File: config.mk
export PLATFORM = sky130hd
export DESIGN_NAME = accum_ctrl
export DESIGN_NICKNAME = d
export VERILOG_FILES = /design/src/rtl/systolic_pkg.sv /design/src/rtl/accumulator_rev.sv /design/src/rtl/accum_ctrl.sv
export SDC_FILE = /design/constraint.sdc
export NUM_CORES = 1
export LEC_CHECK = 0
export CAP_MARGIN = 20
export CORE_MARGIN = 10
export CORE_UTILIZATION = 60
export DETAILED_ROUTE_END_ITERATION = 12
export PLACE_DENSITY_LB_ADDON = 0.15
export SLEW_MARGIN = 20
export SYNTH_ARGS = -nofsm -noshare
export SYNTH_HDL_FRONTEND = slang
export SYNTH_SLANG_ARGS = --single-unit
export TNS_END_PERCENT = 50
File: constraint.sdc
create_clock -name clk -period 8.3 [get_ports clk]
set_input_delay 0.83 -clock clk [delete_from_list [all_inputs] [get_ports clk]]
set_output_delay 0.83 -clock clk [all_outputs]
set_load 0.01 [all_outputs]
File: src/rtl/systolic_pkg.sv
// Shared definitions for the systolic column accumulator: width helpers,
// controller state encoding and the 16-bit saturation limits.
package systolic_pkg;

  function automatic int clog2(input int value);
    int r;
    int x;
    r = 0;
    x = value - 1;
    for (int i = 0; i < 32; i++) begin
      if (x > 0) begin
        r = r + 1;
        x = x >> 1;
      end
    end
    return r;
  endfunction

  // Accumulator width: enough headroom for ARRAYSIZE/2 beats of two 16-bit lanes.
  function automatic int acc_w(input int arraysize);
    return clog2(arraysize) + 16;
  endfunction

  typedef enum logic [1:0] {
    IDLE    = 2'd0,
    ACC     = 2'd1,
    RESOLVE = 2'd2,
    OUT     = 2'd3
  } accctrl_state_e;

  localparam int SAT_MAX = 32767;
  localparam int SAT_MIN = -32768;

endpackage

File: src/rtl/accumulator_rev.sv
// Combinational carry-save step: folds two signed 16-bit results into a
// carry-save partial-sum pair using two 3:2 compressor levels.
module accumulator_rev
  import systolic_pkg::*;
#(
  parameter int arraysize = 16
) (
  input  logic [acc_w(arraysize)-1:0] psum0,
  input  logic [acc_w(arraysize)-1:0] psum1,
  input  logic [15:0]                 res0,
  input  logic [15:0]                 res1,
  output logic [acc_w(arraysize)-1:0] sum0,
  output logic [acc_w(arraysize)-1:0] sum1
);
  localparam int ACCW = acc_w(arraysize);

  logic [ACCW-1:0] r0_ext;
  logic [ACCW-1:0] r1_ext;
  logic [ACCW-1:0] x1;
  logic [ACCW-1:0] c1;

  always_comb begin
    r0_ext = {{(ACCW-16){res0[15]}}, res0};
    r1_ext = {{(ACCW-16){res1[15]}}, res1};
    x1     = psum0 ^ psum1 ^ r0_ext;
    c1     = ((psum0 & psum1) | (psum0 & r0_ext) | (psum1 & r0_ext)) << 1;
    sum0   = x1 ^ c1 ^ r1_ext;
    sum1   = ((x1 & c1) | (x1 & r1_ext) | (c1 & r1_ext)) << 1;
  end

endmodule

File: src/rtl/accum_ctrl.sv
// Tile sequencer around accumulator_rev: accepts beats, resolves the carry-save
// pair at tile end and presents the sum. Optional clamp: ACCCTRL_SAT_EN.
module accum_ctrl
  import systolic_pkg::*;
#(
  parameter int ARRAYSIZE = 16
) (
  input  logic                        clk,
  input  logic                        rst_n,
  input  logic                        in_valid,
  output logic                        in_ready,
  input  logic                        in_last,
  input  logic [15:0]                 res0,
  input  logic [15:0]                 res1,
  input  logic                        abort,
  output logic                        out_valid,
  input  logic                        out_ready,
  output logic [acc_w(ARRAYSIZE)-1:0] out_data,
  output logic                        out_err,
  output logic                        out_sat
);
  localparam int ACCW     = acc_w(ARRAYSIZE);
  localparam int MAXBEATS = ARRAYSIZE / 2;
  localparam int CNTW     = clog2(MAXBEATS + 1);

  // Handshake: a beat moves when in_valid && in_ready; the tile sum moves when
  // out_valid && out_ready. Outputs stay stable while out_valid && !out_ready.
  accctrl_state_e  state_q, state_d;
  logic [ACCW-1:0] s0_q, s0_d, s1_q, s1_d;
  logic [CNTW-1:0] cnt_q, cnt_d, cnt_inc;
  logic            err_q, err_d;
  logic            out_valid_q, out_valid_d;
  logic [ACCW-1:0] out_data_q, out_data_d;
  logic            out_err_q, out_err_d;
  logic [ACCW-1:0] psum0, psum1, acc0, acc1, sum;
  logic            accept;
  logic            take_beat;

  accumulator_rev #(.arraysize(ARRAYSIZE)) u_acc (
    .psum0(psum0),
    .psum1(psum1),
    .res0 (res0),
    .res1 (res1),
    .sum0 (acc0),
    .sum1 (acc1)
  );

  assign in_ready = (state_q == IDLE) || (state_q == ACC);
  assign accept   = in_valid && in_ready;
  // A first beat starts from zero rather than whatever the last tile left behind.
  assign psum0    = (state_q == IDLE) ? '0 : s0_q;
  assign psum1    = (state_q == IDLE) ? '0 : s1_q;
  assign cnt_inc  = ((state_q == IDLE) ? '0 : cnt_q) + CNTW'(1);
  assign sum      = s0_q + s1_q;

`ifdef ACCCTRL_SAT_EN
  logic            out_sat_q, out_sat_d;
  logic            sat_hi, sat_lo;
  assign sat_hi = $signed(sum) > $signed(ACCW'(SAT_MAX));
  assign sat_lo = $signed(sum) < $signed(ACCW'(SAT_MIN));
  assign out_sat = out_sat_q;
`else
  assign out_sat = 1'b0;
`endif

  always_comb begin
    state_d     = state_q;
    s0_d        = s0_q;
    s1_d        = s1_q;
    cnt_d       = cnt_q;
    err_d       = err_q;
    out_valid_d = out_valid_q;
    out_data_d  = out_data_q;
    out_err_d   = out_err_q;
`ifdef ACCCTRL_SAT_EN
    out_sat_d   = out_sat_q;
`endif
    take_beat   = 1'b0;
    case (state_q)
      IDLE, ACC: begin
        if (state_q == IDLE) cnt_d = '0;
        if (abort) begin
          // Any beat offered alongside abort is consumed and dropped.
          state_d = IDLE;
          err_d   = 1'b0;
          cnt_d   = '0;
        end else if (accept) begin
          take_beat = 1'b1;
        end
        if (take_beat) begin
          s0_d  = acc0;
          s1_d  = acc1;
          cnt_d = cnt_inc;
          if (in_last) begin
            state_d = RESOLVE;
          end else if (cnt_inc == CNTW'(MAXBEATS)) begin
            state_d = RESOLVE;
            err_d   = 1'b1;
          end else begin
            state_d = ACC;
          end
        end
      end
      RESOLVE: begin
        out_valid_d = 1'b1;
        out_err_d   = err_q;
        out_data_d  = sum;
`ifdef ACCCTRL_SAT_EN
        out_sat_d   = sat_hi || sat_lo;
        if (sat_hi) out_data_d = ACCW'(SAT_MAX);
        else if (sat_lo) out_data_d = ACCW'(SAT_MIN);
`endif
        state_d     = OUT;
      end
      OUT: begin
        if (out_ready) begin
          out_valid_d = 1'b0;
          err_d       = 1'b0;
          state_d     = IDLE;
        end
      end
      default: state_d = IDLE;
    endcase
  end

  always_ff @(posedge clk or negedge rst_n) begin
    if (!rst_n) begin
      state_q     <= IDLE;
      s0_q        <= '0;
      s1_q        <= '0;
      cnt_q       <= '0;
      err_q       <= 1'b0;
      out_valid_q <= 1'b0;
      out_data_q  <= '0;
      out_err_q   <= 1'b0;
`ifdef ACCCTRL_SAT_EN
      out_sat_q   <= 1'b0;
`endif
    end else begin
      state_q     <= state_d;
      s0_q        <= s0_d;
      s1_q        <= s1_d;
      cnt_q       <= cnt_d;
      err_q       <= err_d;
      out_valid_q <= out_valid_d;
      out_data_q  <= out_data_d;
      out_err_q   <= out_err_d;
`ifdef ACCCTRL_SAT_EN
      out_sat_q   <= out_sat_d;
`endif
    end
  end

  assign out_valid = out_valid_q;
  assign out_data  = out_data_q;
  assign out_err   = out_err_q;

endmodule

; Yosys cells after proc, flatten, opt, wreduce, memory -nomap -nowiden
; Index checks and enable logic that the tools add are counted.
[op_classes]
add_sub_neg = 2
n_mul = 0
div_mod_pow = 0
magnitude_cmp = 0
eq_ne = 6
shifts = 0
muxes = 21
bitwise = 14
reduce_logical = 10
[op_table]
columns = cell, count
row1 = $and A19 B19 Y19, 6
row2 = $xor A20 B20 Y20, 4
row3 = $or A19 B19 Y19, 4
row4 = $mux W20, 2
row5 = $add A20 B20 Y20, 1
row6 = $mux W4, 3
row7 = $mux W2, 5
row8 = $mux W1, 8
row9 = $reduce_and A2 Y1, 4
row10 = $pmux W2 S3, 1
row11 = $add A4 B1 Y4 const B, 1
row12 = $eq A2 B2 Y1 const B, 2
row13 = $eq A4 B4 Y1 const B, 1
row14 = $pmux W1 S2, 2
row15 = $reduce_bool A2 Y1, 2
row16 = $ne A3 B2 Y1 const B, 1
row17 = $eq A2 B1 Y1 const B, 1
row18 = $logic_not A2 Y1, 1
row19 = $ne A2 B2 Y1 const B, 1
row20 = $reduce_or A2 Y1, 1
row21 = $logic_and A1 B1 Y1, 1
row22 = $logic_or A1 B1 Y1, 1
[totals]
ff_bits = 68
latchBits = 0
mem_bits_rw = 0
romBits = 0
in_bits = 38
out_inout_bits = 24
wordCells = 61
n_memories = 0

; Longest topological paths before layout
; Gate-level depths: netlist of run 1.
[logic_depth]
depth_word = 8
depth_mapped = 12

; Modules after synthesis
; From an unflattened synthesis of run 1, not the netlist that was laid out.
[hier_totals]
cells_unflattened = 475
area_unflattened_um2 = 4987.3
[modules_own_cells]
columns = mod, n_inst, cells_per_inst, area_each_um2, seq_area_each_um2
row1 = accum_ctrl, 1, 413, 4111.4, 1726.7
row2 = accumulator_rev, 1, 62, 875.8, 0.0

; Worst setup path after synthesis of run 1
; OpenSTA, ideal clock, no wires.
[synth_path]
kind = reg2reg
from = register state_q[0]
to = register s0_q[19]
setup_ns = 0.077
arrival_ns = 2.579
setup_slack_ns = 5.643
path_stages_with_launch = 13
cell_sequence = dfrtp_1 clkbuf_1 or2_2 clkbuf_1 clkbuf_1 nand2_1 fa_1 xnor2_1 xnor2_1 nor3_1 a21o_1 a22o_1 a21oi_1
[synth_between]
elab_chain_len = 7
[synth_lines]
columns = element, line_no
row1 = from (decl), accum_ctrl.sv:28  ; accctrl_state_e state_q, state_d;
row2 = from (signal assigned), accum_ctrl.sv:140  ; state_q <= state_d;
row3 = $logic_not A2 Y1 / $eq A2 B1 Y1 (equally long branches), --
row4 = "$mux W20, or another cell as far along", accum_ctrl.sv:51  ; assign psum0 = (state_q == IDLE) ? '0 : s0_q;
row5 = $and A19 B19 Y19 / $logic_and A1 B1 Y1 (equally long branches), "accumulator_rev.sv:26, accum_ctrl.sv:49"
row6 = $or A19 B19 Y19 / $mux W1 (equally long branches), "accumulator_rev.sv:26, accum_ctrl.sv:87"
row7 = $or A19 B19 Y19 / $mux W1 (equally long branches), "accumulator_rev.sv:26, accum_ctrl.sv:82"
row8 = $xor A20 B20 Y20 / $mux W1 (equally long branches), "accumulator_rev.sv:27, accum_ctrl.sv:79"
row9 = $xor A20 B20 Y20 / $reduce_and A2 Y1 (equally long branches), --
row10 = to (signal assigned), accum_ctrl.sv:129  ; s0_q <= '0;
row11 = to (signal assigned), accum_ctrl.sv:141  ; s0_q <= s0_d;
row12 = to (decl), accum_ctrl.sv:29  ; logic [ACCW-1:0] s0_q, s0_d, s1_q, s1_d;
; Parallel ways exist; a longest one is shown, timed or not. The select of a mux whose other input is x is not followed.
; A chain may end at the register's enable or synchronous reset.

; Worst setup path after layout of run 1
[layout_path]
from = register state_q[1]
to = register s0_q[19]
; Same word-level chain as after synthesis.

==> impl_metrics.py, run 1 <==
metrics = {
    "floorplan": {
        "rows": 31,
        "die_h_um": 108,
        "die_width_um": 108,
        "ios": 62,
        "start_util": 0.626,
        "die-area_mm2": 0.0116,
        "coreArea_mm2": 0.00737,
    },
    "placement": {
        "io_buffers": 60,
        "gp_congestion": 0.823,
        "post-dp-hpwl_mm": 7.70,
        "placedInstanceArea_mm2": 0.00528,
    },
    "run_status": {
        "status": "completed",
    },
    "power": {
        "power_density_mw_per_mm2": 395,
        "p_sw_w": 0.000975,
        "leakage_nw": 2.56,
        "combPwrFrac": 0.592,
        "seqPwrFrac": 0.277,
        "p_int_w": 0.00119,
        "irDropWorstVdd_v": 0.000215,
        "totalPowerFinal_w": 0.00217,
        "p_clk_frac": 0.131,
        "p_sw_frac": 0.450,
    },
    "yosys": {
        "synth_seq_cells": 68,
        "yosysSeqAreaShare": 0.369,
        "yosys_warnings": 0,
        "synth_top_area_cell": "dfrtp_1",
        "ys_types": 50,
        "synthFlopType": "dfrtp_1",
        "synth_edf_count": 0,
        "synthCells": 503,
        "synth_area_leaders": "dfrtp_1 37%, fa_1 16%, nand2_1 13%, ha_1 6.0%, o21ai_0 4.0%",
        "async_reset_ff_frac": 1.00,
        "syn_area_mm2": 0.00461,
        "avgSynthCellArea_um2": 9.17,
        "synth.top_cell.area_share": 0.369,
        "syn_nets": 600,
    },
    "setup_path": {
        "timing.rr.end": "s0_q[19]",
        "cp.arrival_ns": 3.06,
        "crit_start": "state_q[1]",
        "rr_startpoint": "state_q[1]",
        "r2r_setup_slack_ns": 5.51,
        "worst_setup_path_start_kind": "flip-flop",
        "endpoint": "s0_q[19]",
        "crit_type": "flip-flop to flip-flop",
        "rr_worst_depth": 9,
        "endpoint_kind": "flip-flop",
        "cp_data_required_time_ns": 8.58,
        "critPathMaxFanout": 38,
    },
    "global_routing": {
        "grt_pass1_wl_mm": 17.8,
        "grt_pass1_vias": 3705,
        "antenna_found_initial": 0,
        "grt_max_degree": 69,
        "grt_util_all_layers": 0.189,
        "gr-total-overflow": 0,
    },
    "cells_and_area": {
        "diodes": 0,
        "fin_util": 0.744,
        "design_area_mm2": 0.00549,
        "fin_nets": 656,
        "n_fill_cell": 538,
        "layout_common_cells": "158 x nand2_1, 68 x dfrtp_1, 59 x clkdlybuf4s50_1, 37 x o21ai_0, 37 x fa_1",
        "drive_above_1_share": 0.0532,
        "final_common_cell": "nand2_1",
        "syn_to_final_growth_pct": 19.0,
    },
    "timing": {
        "fin_crit_ns": 2.79,
        "max_clock_freq_ghz": 0.359,
        "tns_ns": 0,
        "setup_viol": 0,
        "timing.hold.ws_ns": 0.481,
        "worst_pin_slew_ns": 0.869,
        "fin_worst_skew_ns": 0.00537,
        "slew_headroom": 0.421,
        "hold_viol": 0,
        "fin_crit_sh": 0.336,
        "rsz0062_at_grt": "no",
        "slew_violations": 0,
    },
    "run": {
        "maxCapViolCount": 0,
    },
    "drt": {
        "drc": 0,
        "vias_per_cell": 5.59,
        "vias": 3705,
        "drtPass1Iterations": 5,
        "antenna_left": 0,
        "totalWireLength_mm": 10.5,
        "wl_per_cell_um": 15.9,
        "drtIter0Drc": 162,
    },
    "clock_network": {
        "cts.path.max_buffers": 2,
        "clock_sink_count": 68,
        "postCtsSetupBuffers": 0,
        "cts_hold_buffers": 0,
        "cts-root-buf": "clkbuf_8",
        "clk_pin_slew_ns": 0.07,
        "cts_buffers": 9,
        "clkLatencyLatePin_ns": 0.35,
        "cts_max_level": 3,
        "cts_resized": 0,
        "cts_tree": "built",
    },
    "min_path": {
        "hold_path.class": "flip-flop to flip-flop",
    },
}
-- cells in the mapped netlist, types with 2 or more instances --
cell type and instances:
buf_1 2, a22o_1 3, mux2i_1 2, nor2b_1 4, xnor2_1 7, nor3_1 3
dfrtp_1 68, o21a_1 3, clkbuf_1 14, a21oi_2 2, xor2_1 8, nand2_1 158
inv_1 14, o21ai_0 37, fa_1 37, a31oi_1 2, nor2_1 23, ha_1 22
buf_2 2, and3_1 2, a211oi_1 4, nand3_1 6, and2_1 28, o211ai_1 2
o311ai_0 4, o31ai_1 3, nand4_1 3, a21oi_1 15, a21o_1 4
-- power groups by stage --
| stage | Clock [W] | Combinational (W) | Sequential (W) |
|---|---|---|---|
| 6_report | 0.000284 | 0.00128 | 0.000601 |
| 5_1_grt | 0.000302 | 0.00145 | 0.000621 |
| 4_1_cts | 0.000288 | 0.00129 | 0.000599 |
| 3_5_place_dp | 0 | 0.00127 | 0.000602 |
| 3_3_place_gp | 0 | 0.00121 | 0.000595 |
| 2_1_floorplan | 0 | 0.000904 | 0.000584 |
-- routing by layer --
| layer | up-vias | wire length, µm | track usage |
|---|---|---|---|
| met1 | 1811 | 4510 | 0.243 |
| met2 | 99 | 5240 | 0.312 |
| met4 | 0 | 123 | 0.0496 |
| met3 | 14 | 651 | 0.0443 |
| met5 | - | 0 | 0 |
| li1 | 1781 | - | - |
-- per-stage QoR --
step / cells / setup WS [ns]
global placement: 647 / 5.34
floorplan: 503 / 5.64
detailed placement: 647 / 5.25
CTS: 663 / 5.51
global route: 663 / 5.28
finish: 663 / 5.51
-- critical path, cell delays in order, from the launching register on --
cell     delay [ns]
dfrtp_1        0.53
or2_2          0.58
nand2_1        0.16
fa_1           0.42
xnor2_1        0.14
xnor2_1        0.30
nor3_1         0.09
a21o_1         0.17
a22o_1         0.17
a21oi_1        0.13
-- cell type report --
type                       count  area (µm²)  share of cell area
clock buffer                  12         155              0.0283
clock inverter                 4        47.5             0.00867
inverter                      14        52.6             0.00958
multi-input combinational    402        2780               0.507
sequential                    68        1700               0.310
tap                           99         124              0.0226
timing repair buffer          64         626               0.114
-- logic make-up (layout without fill, tap and decap cells) --
family | Yosys count | count (layout) | share of synthesized area
AND/OR/NAND/NOR | 233 | 233 | 0.218
AO/OA/AOI/OAI | 92 | 92 | 0.131
buffers and inverters | 33 | 94 | 0.0282
other | 1 | 1 | 0.000813
XOR/XNOR | 15 | 15 | 0.0285
adder cells (fa/ha/maj) | 59 | 59 | 0.220
multiplexers | 2 | 2 | 0.00434
flip-flops | 68 | 68 | 0.369
-- worst min-delay path by stage --
stage	startpoint	to	slack (ns)	cells past startpoint
5_1_grt	out_data[8]	out_data[8]	0.51	2
3_3_place_gp	out_data[5]	out_data[5]	0.45	2
4_1_cts	out_data[5]	out_data[5]	0.48	2
6_report	out_data[8]	out_data[8]	0.48	2
3_5_place_dp	err_q	out_err	0.47	2
2_1_floorplan	err_q	out_err	0.44	2
-- sequential cells by signal (all words and copies together), names as in the netlist --
name       count
state_q        2
out_valid      1
cnt_q          4
out_data      20
err_q          1
out_err        1
s0_q          20
s1_q          19
Power figures use the tool's default switching activity.
==> run 2, diff against run 1 <==
- CORE_UTILIZATION: 60 -> 51
- clock period: 8.3 -> 2.3 ns (I/O delays scaled with it)
==> run 2 against run 1 <==
- sequential share of layout area shrank 1.4 points
- critical path depth fell by 2
- utilization fell by 8.9 points
- critical endpoint is now s0_q[14]
==> impl_metrics.py, run 2 (synthesis results as in run 1) <==
metrics = {
    "cells_and_area": {
        "diodes": 0,
        "syn_to_final_growth_pct": 24.6,
        "final_common_cell": "nand2_1",
        "n_fill_cell": 745,
        "fin_nets": 677,
        "drive_above_1_share": 0.0993,
        "layout_common_cells": "158 x nand2_1, 68 x dfrtp_1, 59 x clkdlybuf4s50_1, 36 x fa_1, 35 x o21ai_0",
    },
    "power": {
        "p_sw_w": 0.00367,
        "power_density_mw_per_mm2": 1440,
        "p_sw_frac": 0.443,
        "combPwrFrac": 0.608,
        "seqPwrFrac": 0.258,
        "p_clk_frac": 0.133,
        "totalPowerFinal_w": 0.00829,
        "p_int_w": 0.00462,
        "leakage_nw": 2.68,
        "irDropWorstVdd_v": 0.000554,
    },
    "setup_path": {
        "max_stage_delay_ns": 0.55,
        "cp_data_required_time_ns": 2.54,
        "cp_slowest_cell": "fa_1",
        "critPathMaxFanout": 12,
        "cp.arrival_ns": 2.47,
        "worst_setup_path_start_kind": "flip-flop",
        "endpoint_kind": "flip-flop",
        "worstPathCellList": "or2_4, buf_12, and2_1, fa_1, fa_1, nand2_1, nand2_1",
        "crit_type": "flip-flop to flip-flop",
    },
    "clock_network": {
        "clk_pin_slew_ns": 0.08,
        "clock_sink_count": 68,
        "clkLatencyLatePin_ns": 0.35,
        "cts-root-buf": "clkbuf_8",
        "cts.path.max_buffers": 2,
        "cts_buffers": 9,
        "cts_max_level": 3,
        "cts_tree": "built",
    },
    "floorplan": {
        "coreArea_mm2": 0.00876,
        "ios": 62,
        "die_h_um": 115,
        "rows": 34,
        "start_util": 0.526,
        "die-area_mm2": 0.0132,
        "die_width_um": 115,
    },
    "timing": {
        "fin_worst_skew_ns": 0.0115,
        "timing.hold.ws_ns": 0.413,
        "rsz0062_at_grt": "yes",
        "slew_headroom": 0.605,
        "max_clock_freq_ghz": 0.447,
        "tns_ns": 0,
        "slew_violations": 0,
        "hold_viol": 0,
        "setup_viol": 0,
        "fin_crit_ns": 2.24,
        "worst_pin_slew_ns": 0.593,
        "fin_crit_sh": 0.973,
    },
    "drt": {
        "drtPass1Iterations": 5,
        "antenna_left": 0,
        "top_layer_used": "met4",
        "totalWireLength_mm": 11.2,
        "wl_per_cell_um": 16.2,
        "met2_length_mm": 5.43,
        "drtIter0Drc": 196,
        "vias": 3739,
        "drc": 0,
        "wl_met1_mm": 5.12,
        "vias_per_cell": 5.40,
        "wl_met3_um": 564,
    },
    "global_routing": {
        "grt_pass1_wl_mm": 18.7,
        "antenna_found_initial": 0,
        "grt_max_degree": 69,
        "grt_pass1_vias": 3792,
        "grt_util_all_layers": 0.175,
        "gr-total-overflow": 0,
    },
    "placement": {
        "gp_congestion": 0.861,
        "io_buffers": 60,
        "post-dp-hpwl_mm": 8.00,
    },
    "min_path": {
        "hold_path.class": "input pin to async pin",
    },
    "run": {
        "maxCapViolCount": 0,
    },
    "run_status": {
        "status": "completed",
    },
}
==> run 2: layout make-up <==
| type | count | area (µm²) | area share |
|---|---|---|---|
| multi-input cells | 403 | 2830 | 0.492 |
| well taps | 108 | 135 | 0.0235 |
| flip-flops and latches | 68 | 1700 | 0.296 |
| clock buffers | 9 | 124 | 0.0216 |
| repair buffers | 84 | 816 | 0.142 |
| clock inverters | 6 | 90.1 | 0.0157 |
| inverters | 14 | 52.6 | 0.00914 |
==> run 2: per-layer routing <==
metal / GRT usage / vias up
met4: 0.0388 / 0
li1: - / 1810
met2: 0.281 / 89
met5: 0 / -
met1: 0.235 / 1832
met3: 0.0422 / 8
==> run 2: path summary, 6_finish.rpt <==
| kind | start | end | slack, ns | cells after the start |
|---|---|---|---|---|
| setup / recovery | state_q[1] | s0_q[14] | 0.06 | 7 |
| hold / removal | rst_n | cnt_q[0] | 0.41 | 3 |
| setup reg to reg | state_q[1] | s0_q[14] | 0.06 | 7 |
| hold reg to reg | out_err | out_err | 0.48 | 2 |
| max in group asynchronous | rst_n | s0_q[12] | 1.55 | 3 |
| min in group clk | out_err | out_err | 0.48 | 2 |
==> run 2: worst max-delay path: cells and delay by family, from the launching register on <==
kind / cells / cell delay [ns]
simple gates: 4 / 0.59
flops: 1 / 0.42
buf+inv: 1 / 0.15
fa+ha+maj: 2 / 0.97
==> run 2: through the flow <==
step | std cells | instance area, µm² | utilization | setup slack (ns)
2_1_floorplan | 503 | 4650 | - | -0.0285
3_3_place_gp | 669 | 5420 | 0.619 | 0.0432
3_5_place_dp | 669 | 5420 | 0.619 | -0.0796
4_1_cts | 686 | 5670 | 0.646 | 0.0132
5_1_grt | 692 | 5750 | 0.656 | -0.0360
6_report | 692 | 5750 | 0.656 | 0.0616
==> run 2: power by group through the flow <==
stage	sequential, W	clock, W	combinational (W)
2_1_floorplan	0.00211	0	0.00335
3_3_place_gp	0.00212	0	0.00463
3_5_place_dp	0.00215	0	0.00482
4_1_cts	0.00215	0.00112	0.00491
5_1_grt	0.00222	0.00118	0.00575
6_report	0.00214	0.00110	0.00505
==> run 2: timing repair <==
action	4_1_cts	5_1_grt
hold endpoints to repair	68	0
pin swaps	3	12
gates resized for setup	3	8
cloned	1	0
setup buffers	0	6
setup endpoints to repair	2	5
hold buffers	1	0
==> run 3, diff against run 2 <==
- PLACE_DENSITY: default -> 0.82
- PLACE_DENSITY_LB_ADDON: 0.15 -> default
- SLEW_MARGIN: 20 -> default
==> run 3 against run 2 <==
- first-iteration DRC count increased by 21%
- final cell count increased by 0.58%
- clock-buffer cell count unchanged
- design area decreased by 0.13%
- utilization decreased by 0.086 points
- clock skew decreased by 0.0031 ns
- critical path type unchanged
- critical endpoint is now s0_q[7]
- largest power group unchanged
==> impl_metrics.py, run 3 (synthesis results as in run 1) <==
metrics = {
    "global_routing": {
        "grt_pass1_wl_mm": 19.0,
        "gr-total-overflow": 0,
        "grt_pass1_vias": 3949,
        "grt_util_all_layers": 0.175,
        "antenna_found_initial": 0,
        "grt_max_degree": 45,
    },
    "placement": {
        "post-dp-hpwl_mm": 8.36,
        "dpl.cell_count": 674,
        "gp_congestion": 0.871,
        "io_buffers": 60,
    },
    "timing": {
        "rsz0062_at_grt": "yes",
        "fin_crit_sh": 0.996,
        "max_clock_freq_ghz": 0.436,
        "fin_worst_skew_ns": 0.00847,
        "worst_pin_slew_ns": 0.593,
        "timing.hold.ws_ns": 0.396,
        "setup_viol": 0,
        "fin_crit_ns": 2.29,
        "slew_violations": 0,
        "slew_headroom": 0.604,
        "hold_viol": 0,
    },
    "run": {
        "maxCapViolCount": 0,
    },
    "clock_network": {
        "clkLatencyLatePin_ns": 0.35,
        "clk_pin_slew_ns": 0.08,
        "clock_sink_count": 68,
        "cts-root-buf": "clkbuf_8",
        "cts_tree": "built",
        "cts_buffers": 9,
        "cts.path.max_buffers": 2,
        "cts_max_level": 3,
    },
    "min_path": {
        "hold_path.class": "input pin to async pin",
    },
    "cells_and_area": {
        "stdcell_count": 696,
        "multi_input_area_mm2": 0.00282,
        "diodes": 0,
        "drive_above_1_share": 0.100,
        "regArea_mm2": 0.00170,
        "syn_to_final_growth_pct": 24.4,
        "layout_common_cells": "158 x nand2_1, 68 x dfrtp_1, 59 x clkdlybuf4s50_1, 36 x fa_1, 35 x o21ai_0",
        "final_common_cell": "nand2_1",
        "fin_nets": 680,
        "n_fill_cell": 695,
    },
    "setup_path": {
        "endpoint_kind": "flip-flop",
        "max_stage_delay_ns": 0.53,
        "worstPathCellList": "or2_4, buf_4, and2_1, fa_1, fa_1, nand2_1, nand2_1",
        "rr_worst_depth": 7,
        "cp_slowest_cell": "fa_1",
        "worst_setup_path_start_kind": "flip-flop",
        "cp_data_required_time_ns": 2.54,
        "critPathMaxFanout": 8,
        "crit_type": "flip-flop to flip-flop",
        "cp.arrival_ns": 2.53,
    },
    "drt": {
        "antenna_left": 0,
        "top_layer_used": "met4",
        "wl_per_cell_um": 16.3,
        "met2_length_mm": 5.63,
        "drtPass1Iterations": 6,
        "vias": 3803,
        "wl_met1_mm": 4.84,
        "drtIter0Drc": 238,
        "wl_met3_um": 741,
        "drc": 0,
        "totalWireLength_mm": 11.3,
        "vias_per_cell": 5.46,
    },
    "floorplan": {
        "start_util": 0.526,
        "die-area_mm2": 0.0132,
        "die_width_um": 115,
        "ios": 62,
        "die_h_um": 115,
        "rows": 34,
        "coreArea_mm2": 0.00876,
    },
    "power": {
        "irDropWorstVdd_v": 0.000533,
        "leakage_nw": 2.68,
        "power_density_mw_per_mm2": 1450,
    },
    "run_status": {
        "status": "completed",
    },
}
## run 3: cell count changes in the layout (fill, tap and decap cells not counted), sizes merged
| cell | change |
|---|---|
| buf | +3 |
| inv | +1 |
## run 3: worst max-delay path: cells and delay by family, from the launching register on
family        cells  cell delay, ns
flops             1            0.43
fa+ha+maj         2            0.94
simple gates      4            0.62
buf+inv           1            0.18
## run 3: where the power goes
group	leakage, nW	internal (W)	switching (W)
clock	0.110	0.000616	0.000500
combinational	1.72	0.00229	0.00279
sequential	0.858	0.00173	0.000416
total	2.68	0.00463	0.00370
## run 3: area by class of cell
cell class,instances,area share
flip-flops and latches,68,0.296
clock inverters,7,0.0172
multi-input cells,403,0.492
inverters,14,0.00916
repair buffers,87,0.140
well taps,108,0.0235
clock buffers,9,0.0216
## run 3: metal layers
layer / up-vias / track usage
met2: 113 / 0.293
li1: 1824 / -
met4: 0 / 0.0470
met3: 14 / 0.0396
met5: - / 0
met1: 1852 / 0.224
## run 3: repair_timing
item | CTS | global route
gates cloned | 1 | 0
setup endpoints to repair | 2 | 10
pin swaps | 1 | 15
hold buffers | 1 | 0
resized for setup | 2 | 8
endpoints found under the hold margin | 48 | 0
buffers inserted | 0 | 4
## run 3: metrics by stage
stage	area [µm²]	power (W)	setup slack (ns)	TNS [ns]	utilization
global placement	5440	0.00678	0.0773	0	0.620
floorplan	4650	0.00546	-0.0285	-0.165	-
global route	5740	0.00912	-0.0524	-0.169	0.655
finish	5740	0.00833	0.00862	0	0.655
detailed placement	5440	0.00702	-0.0198	-0.0198	0.620
CTS	5680	0.00824	-0.0365	-0.0365	0.648
## run 3: path summary, 6_finish.rpt
| path | endpoint | from | slack (ns) |
|---|---|---|---|
| worst max-delay path | s0_q[7] | state_q[1] | 0.009 |
| worst min-delay path | out_data[0] | rst_n | 0.40 |
| worst max register to register | s0_q[7] | state_q[1] | 0.009 |
| worst min register to register | out_data[5] | out_data[5] | 0.48 |
| max in group asynchronous | out_data[14] | rst_n | 1.37 |
| min in group clk | out_data[5] | out_data[5] | 0.48 |
